$ cat src/rtl/sdram_mux.sv
// sdram_mux: serializes loader writes, sprite bursts and CPU reads onto the SDRAM controller, with a one-line CPU read cache
// Ports: clk/init (async active-high reset); dl_* loader write port; spr_* sprite 64-bit burst port;
//        cpu_* CPU 16-bit read port; sd_* controller request/response interface.
module sdram_mux (
  input  logic        clk,
  input  logic        init,
  input  logic        dl_wr,
  input  logic [23:0] dl_addr,
  input  logic [15:0] dl_data,
  output logic        dl_busy,
  input  logic        spr_req,
  input  logic [21:0] spr_addr,
  output logic [63:0] spr_dout,
  output logic        spr_valid,
  output logic        spr_busy,
  input  logic        cpu_req,
  input  logic [23:0] cpu_addr,
  output logic [15:0] cpu_dout,
  output logic        cpu_valid,
  output logic        cpu_busy,
  output logic        sd_rd,
  output logic        sd_we,
  output logic [24:0] sd_addr,
  output logic [15:0] sd_din,
  output logic [1:0]  sd_wtbt,
  input  logic [63:0] sd_dout,
  input  logic        sd_ready_first,
  input  logic        sd_ready_fourth
);
  typedef enum logic [2:0] {IDLE, ISSUE, SETTLE1, SETTLE2, WAIT} state_t;
  localparam logic [1:0] G_DL = 2'd0, G_SPR = 2'd1, G_CPU = 2'd2;
  state_t state, state_nxt;
  logic [1:0] gnt, gnt_nxt;
  logic [23:0] dl_a, cpu_a;
  logic [15:0] dl_d;
  logic [21:0] spr_a, tag;
  logic [63:0] line;
  logic line_ok, stale, grant, done, hit;

  function automatic logic [15:0] word_sel(input logic [63:0] l, input logic [1:0] i);
    return l[{~i, 4'd0} +: 16];
  endfunction

  assign hit = line_ok && tag == cpu_addr[23:2];
  assign grant = state == IDLE && (dl_busy || spr_busy || cpu_busy);
  assign gnt_nxt = dl_busy ? G_DL : spr_busy ? G_SPR : G_CPU;
  assign done = state == WAIT && (gnt == G_DL ? sd_ready_first : sd_ready_fourth);

  always_ff @(posedge clk or posedge init)
    if (init) state <= IDLE;
    else state <= state_nxt;

  always_comb begin
    state_nxt = state;
    case (state)
      IDLE:    state_nxt = grant ? ISSUE : IDLE;
      ISSUE:   state_nxt = SETTLE1;
      SETTLE1: state_nxt = SETTLE2;
      SETTLE2: state_nxt = WAIT;
      WAIT:    state_nxt = done ? IDLE : WAIT;
      default: state_nxt = IDLE;
    endcase
  end

  always_ff @(posedge clk or posedge init)
    if (init) begin
      dl_busy   <= 1'b0;
      spr_busy  <= 1'b0;
      cpu_busy  <= 1'b0;
      spr_valid <= 1'b0;
      cpu_valid <= 1'b0;
      sd_rd     <= 1'b0;
      sd_we     <= 1'b0;
      sd_addr   <= '0;
      sd_din    <= '0;
      sd_wtbt   <= '0;
      spr_dout  <= '0;
      cpu_dout  <= '0;
      gnt       <= G_DL;
      dl_a      <= '0;
      dl_d      <= '0;
      spr_a     <= '0;
      cpu_a     <= '0;
      tag       <= '0;
      line      <= '0;
      line_ok   <= 1'b0;
      stale     <= 1'b0;
    end else begin
      sd_rd     <= 1'b0;
      sd_we     <= 1'b0;
      spr_valid <= 1'b0;
      cpu_valid <= 1'b0;
      if (grant) begin
        gnt     <= gnt_nxt;
        sd_we   <= gnt_nxt == G_DL;
        sd_rd   <= gnt_nxt != G_DL;
        sd_addr <= gnt_nxt == G_DL ? {dl_a, 1'b0} : gnt_nxt == G_SPR ? {spr_a, 3'd0} : {cpu_a[23:2], 3'd0};
        sd_wtbt <= gnt_nxt == G_DL ? 2'b11 : 2'b00;
        if (gnt_nxt == G_DL) sd_din <= dl_d;
        if (gnt_nxt == G_CPU) stale <= 1'b0;
      end
      if (done && gnt == G_DL) dl_busy <= 1'b0;
      if (done && gnt == G_SPR) begin
        spr_busy  <= 1'b0;
        spr_dout  <= sd_dout;
        spr_valid <= 1'b1;
      end
      // a loader write accepted after the fill was issued may land after the read, so such a fill is not cached
      if (done && gnt == G_CPU) begin
        cpu_busy  <= 1'b0;
        line      <= sd_dout;
        tag       <= cpu_a[23:2];
        line_ok   <= !stale;
        cpu_dout  <= word_sel(sd_dout, cpu_a[1:0]);
        cpu_valid <= 1'b1;
      end
      if (spr_req && !spr_busy) begin
        spr_busy <= 1'b1;
        spr_a    <= spr_addr;
      end
      if (cpu_req && !cpu_busy) begin
        if (hit) begin
          cpu_dout  <= word_sel(line, cpu_addr[1:0]);
          cpu_valid <= 1'b1;
        end else begin
          cpu_busy <= 1'b1;
          cpu_a    <= cpu_addr;
        end
      end
      // placed last so invalidation overrides a fill completing in the same cycle
      if (dl_wr && !dl_busy) begin
        dl_busy <= 1'b1;
        dl_a    <= dl_addr;
        dl_d    <= dl_data;
        line_ok <= 1'b0;
        stale   <= 1'b1;
      end
    end
endmodule
$ cat config.mk
export PLATFORM = sky130hd
export DESIGN_NAME = sdram_mux
export DESIGN_NICKNAME = d
export VERILOG_FILES = /design/src/rtl/sdram_mux.sv
export SDC_FILE = /design/constraint.sdc
export NUM_CORES = 1
export LEC_CHECK = 0
export CAP_MARGIN = 20
export CORE_ASPECT_RATIO = 1.5
export CORE_UTILIZATION = 35
export DETAILED_ROUTE_END_ITERATION = 7
export SKIP_LAST_GASP = 1
export SYNTH_ARGS = -nofsm -noshare
export SYNTH_HDL_FRONTEND = slang
export SYNTH_SLANG_ARGS = --single-unit
$ cat constraint.sdc
create_clock -name clk -period 11.3 [get_ports clk]
set_clock_uncertainty 0.1 [all_clocks]
set_input_delay 2.825 -clock clk [delete_from_list [all_inputs] [get_ports clk]]
set_output_delay 2.825 -clock clk [all_outputs]
set_load 0.01 [all_outputs]
==> summary.md <==
| Metric | Value |
|---|---|
| Max-cap violations | 0 |
| Global route overflow | 0 |
| Core Area | 0.0368 mm2 |
| Detailed placer's ending HPWL | 22.4 mm |
| Setup TNS Final | 0 ns |
| Tot GR Track Use | 17.6% |
| Detailed-router iteration count before antenna repair | 4 |
| CP startpoint kind | primary input |
| Leak | ~8.2 nW |
| Layout Nets | about 1,400 |
| Largest cells by area after synthesis | dfrtp_1, mux2_2, nand2_1 |
| CTS root buffer | clkbuf_16 |
| Vias post-DR | roughly 8,500 |
| Hold slack | 0.353 ns |
| Crit-path leading delay family | simple AND/OR/NAND/NOR gates |
| CTS clk-pin slew, worst paths | 0.06 ns |
| Die span in y | ~240 um |
| Cells after DPL | 1,720 |
| Setup crit end | cpu_dout[7]$_DFF_PP0_ |
| Critical Path Fanout Max | 17 |
| # Post-CTS Setup Buffers | 0 |
| PostCTS Resize Cnt | 0 |
| Sequential fraction of the synthesis area | 58.8% |
| Critical Path RT | 11.59 ns |
| WS Path Type | primary input to flip-flop |
| Starting density of the core | 35.5% |
| Worst-Margin Slew | 1.03 ns |
| Slew Limit Fails | 0 |
| Critical Path AT | 5.28 ns |
| Die area | 0.0381 mm2 |
| Detailed Route WL | about 33 mm |
| Total CTS buffers | 34 |
| Hold_buf cts | 0 |
| Fin crit period | roughly 5.0 ns |
| Mux contribution to synthesized area | a little over a quarter |
| Post-synthesis compound-gate area fraction | between 2 and 2.5% |
| CP startpoint | cpu_addr[15] |
| Vias in the first global route | 9,114 |
| Area after DPL | roughly 0.016 mm2 |
| Initial antenna violation count | 3 |
| First-pass GRT wire length | 52.2 mm |
| Avg Synthesized Cell Area | between 10 and 15 um2 |
| Slew margin rel. | 31.2% |
| Synth Area in Adders | 0% |
| Synth Flop Type | dfrtp_1 |
| Worst Hold Class | flip-flop to flip-flop |
| DR WL/cell | 18.3 um |
| Most frequent cells after synthesis | dfrtp_1, nand2_1, mux2_2 |
| Mapped Cells | 1,000 |
| Layout cells sized above 1 | 26.1% |
| Worst R2R Start | state[0]$_DFF_PP0_ |
| Worst path bufs/invs | 1 |
| Final Cycle Share | 44.2% |
| Final std cell area, no fill | 0.0176 mm2 |
| Max clock buf depth | 3 |
| Simple-gate portion of the synthesized area | 8.38% |
| Post-synth EDFFs | 0 |
| Port bufs | roughly 290 |
| # DRC | 0 |
| Worst r2r path cells | 5 |
| Stages on worst setup path | 6 |
| Critical path cell sequence | clkdlybuf4s50_1 > xnor2_1 > nand4_1 > nor4_2 > nand3b_2 > mux2_4 |
| Final setup vio count | 0 |
| Clock Sinks | 307 |
| Post-synthesis cell area | 0.0131 mm2 |
| Die W | approximately 160 um |
| CTS tree | done |
| Vias per inst | 4.78 |
| Worst skew pair latency | 0.51 ns |
| Largest family of logic cells by synthesized area | multiplexers |
| Asr flop ratio synth | 100% |
| Flops & latches, synth | 307 |
| Fillers | 3,376 |
| Post-synth top area cell | dfrtp_1 |
| Status | finished, final reports clean |
| DRT iter0 DRCs | 314 |
| Final hold violations | 0 |
| Largest net degree at the start of global routing | 165 |
| DRT antenna net count | 0 |
| Top cell type's share of synthesized area | roughly three fifths |
| F_max | 0.200 GHz |
| Final std cells w/o fill | between 1,500 and 2,000 |
| GPL Wtd Cong | 0.745 |
| Worst R2R Setup Slack | 8.54 ns |
| CP Capture Type | flip-flop |
| Worst VDD drop | roughly 120 uV |
| Synth Area in XOR/XNOR | 1.54% |
| Synthesized net count | 1,157 |
| I/O Pins | 287 |
| Slowest-stage cell, CP | nand3b_2 |
| Unique masters post-synth | 39 |
| Yosys warning count | 0 |
| PwrDens | 232 mW/mm2 |
| Most common cell in the netlist | dfrtp_1 |
| Layout Area Growth over Synthesis | 34.9% |
| FF-to-FF End | cpu_dout[11]$_DFF_PP0_ |
| RSZ-0062 raised after global routing | false |
| Hold Crit Start | stale$_DFFE_PP0P_ |
| Slowest stage delay, CP | 0.61 ns |
| H-tree levels | 2 |
| Site Rows | 86 |
==> stage by stage <==
stage	setup slack (ns)	util, %	power, mW
global placement	5.69	44.5	2.88
detailed placement	5.69	44.5	2.92
floorplan	4.29	-	2.33
CTS	6.23	47.8	4.15
global route	6.18	47.9	4.32
finish	6.31	47.9	4.08
==> power by group <==
group	total, mW	switching, mW	internal [mW]
logic	1.21	0.505	0.706
registers	1.66	0.212	1.45
clock network	1.21	0.457	0.752
total	4.08	1.17	2.91
==> how the worst min path moves through the flow <==
stage	to	slack, ns	cells past startpoint
floorplan	line_ok$_DFFE_PP0P_	0.32	1
global placement	line_ok$_DFFE_PP0P_	0.34	1
detailed placement	line_ok$_DFFE_PP0P_	0.34	1
CTS	line_ok$_DFFE_PP0P_	0.35	1
global route	line_ok$_DFFE_PP0P_	0.37	1
finish	line_ok$_DFFE_PP0P_	0.35	1
==> routing by layer <==
layer / global-route usage (%) / up-vias / wire [um]
li1: - / 3983 / -
met1: 20.7 / 4290 / 13100
met2: 31.6 / 211 / 17200
met3: 3.37 / 40 / 1460
met4: 6.64 / 0 / 907
met5: 0 / - / 0
==> registers in the layout, summed over array words and instances, names as in the netlist, 2 cells and up <==
signal / flops
cpu_a: 24
cpu_dout: 16
dl_a: 24
dl_d: 16
gnt: 2
line: 64
sd_addr: 24
sd_din: 16
spr_a: 22
spr_dout: 64
state: 3
tag: 22
==> worst reg2reg max path, cell delays in order (launching register included) <==
cell and delay [ns]:
dfrtp_1 0.43, nor3b_2 0.35, and4b_2 0.65, buf_4 0.50, mux2_2 0.39, mux2_4 0.25
==> cell families (layout without fill, tap and decap cells) <==
logic type	after synthesis	count (layout)
XOR/XNOR	23	23
buffers and inverters	67	364
multiplexers	274	274
AO/OA/AOI/OAI	57	57
flip-flops	307	307
AND/OR/NAND/NOR	271	271
other	1	4
==> final cells by class <==
cell class / instances / area, um2 / share of cell area (%)
clock inverters: 19 / 263 / 1.49
flip-flops and latches: 307 / 7680 / 43.6
diodes: 3 / 7.51 / 0.0426
well taps: 484 / 606 / 3.44
clock buffers: 42 / 972 / 5.52
repair buffers: 299 / 2970 / 16.8
multi-input cells: 626 / 5100 / 28.9
inverters: 4 / 18.8 / 0.107
==> layout by cell type (no fill, tap or decap), types with 2 or more instances in the layout <==
cell type,instances
dfrtp_1,305
buf_4,13
o21ai_0,24
nand3_1,3
clkdlybuf4s50_1,284
diode_2,3
a21o_1,4
clkinvlp_4,2
dfrtp_2,2
clkbuf_16,35
mux2_2,209
inv_6,4
nor2_1,27
bufinv_16,6
clkinv_2,8
xnor2_1,23
nand2_1,221
nor3_1,3
a21oi_1,22
mux2_4,9
nand4_1,5
inv_1,2
mux2_1,2
mux2i_1,22
clkbuf_8,7
nand4b_1,2
mux4_2,32
Note: power is estimated with default switching activity, not from simulation.
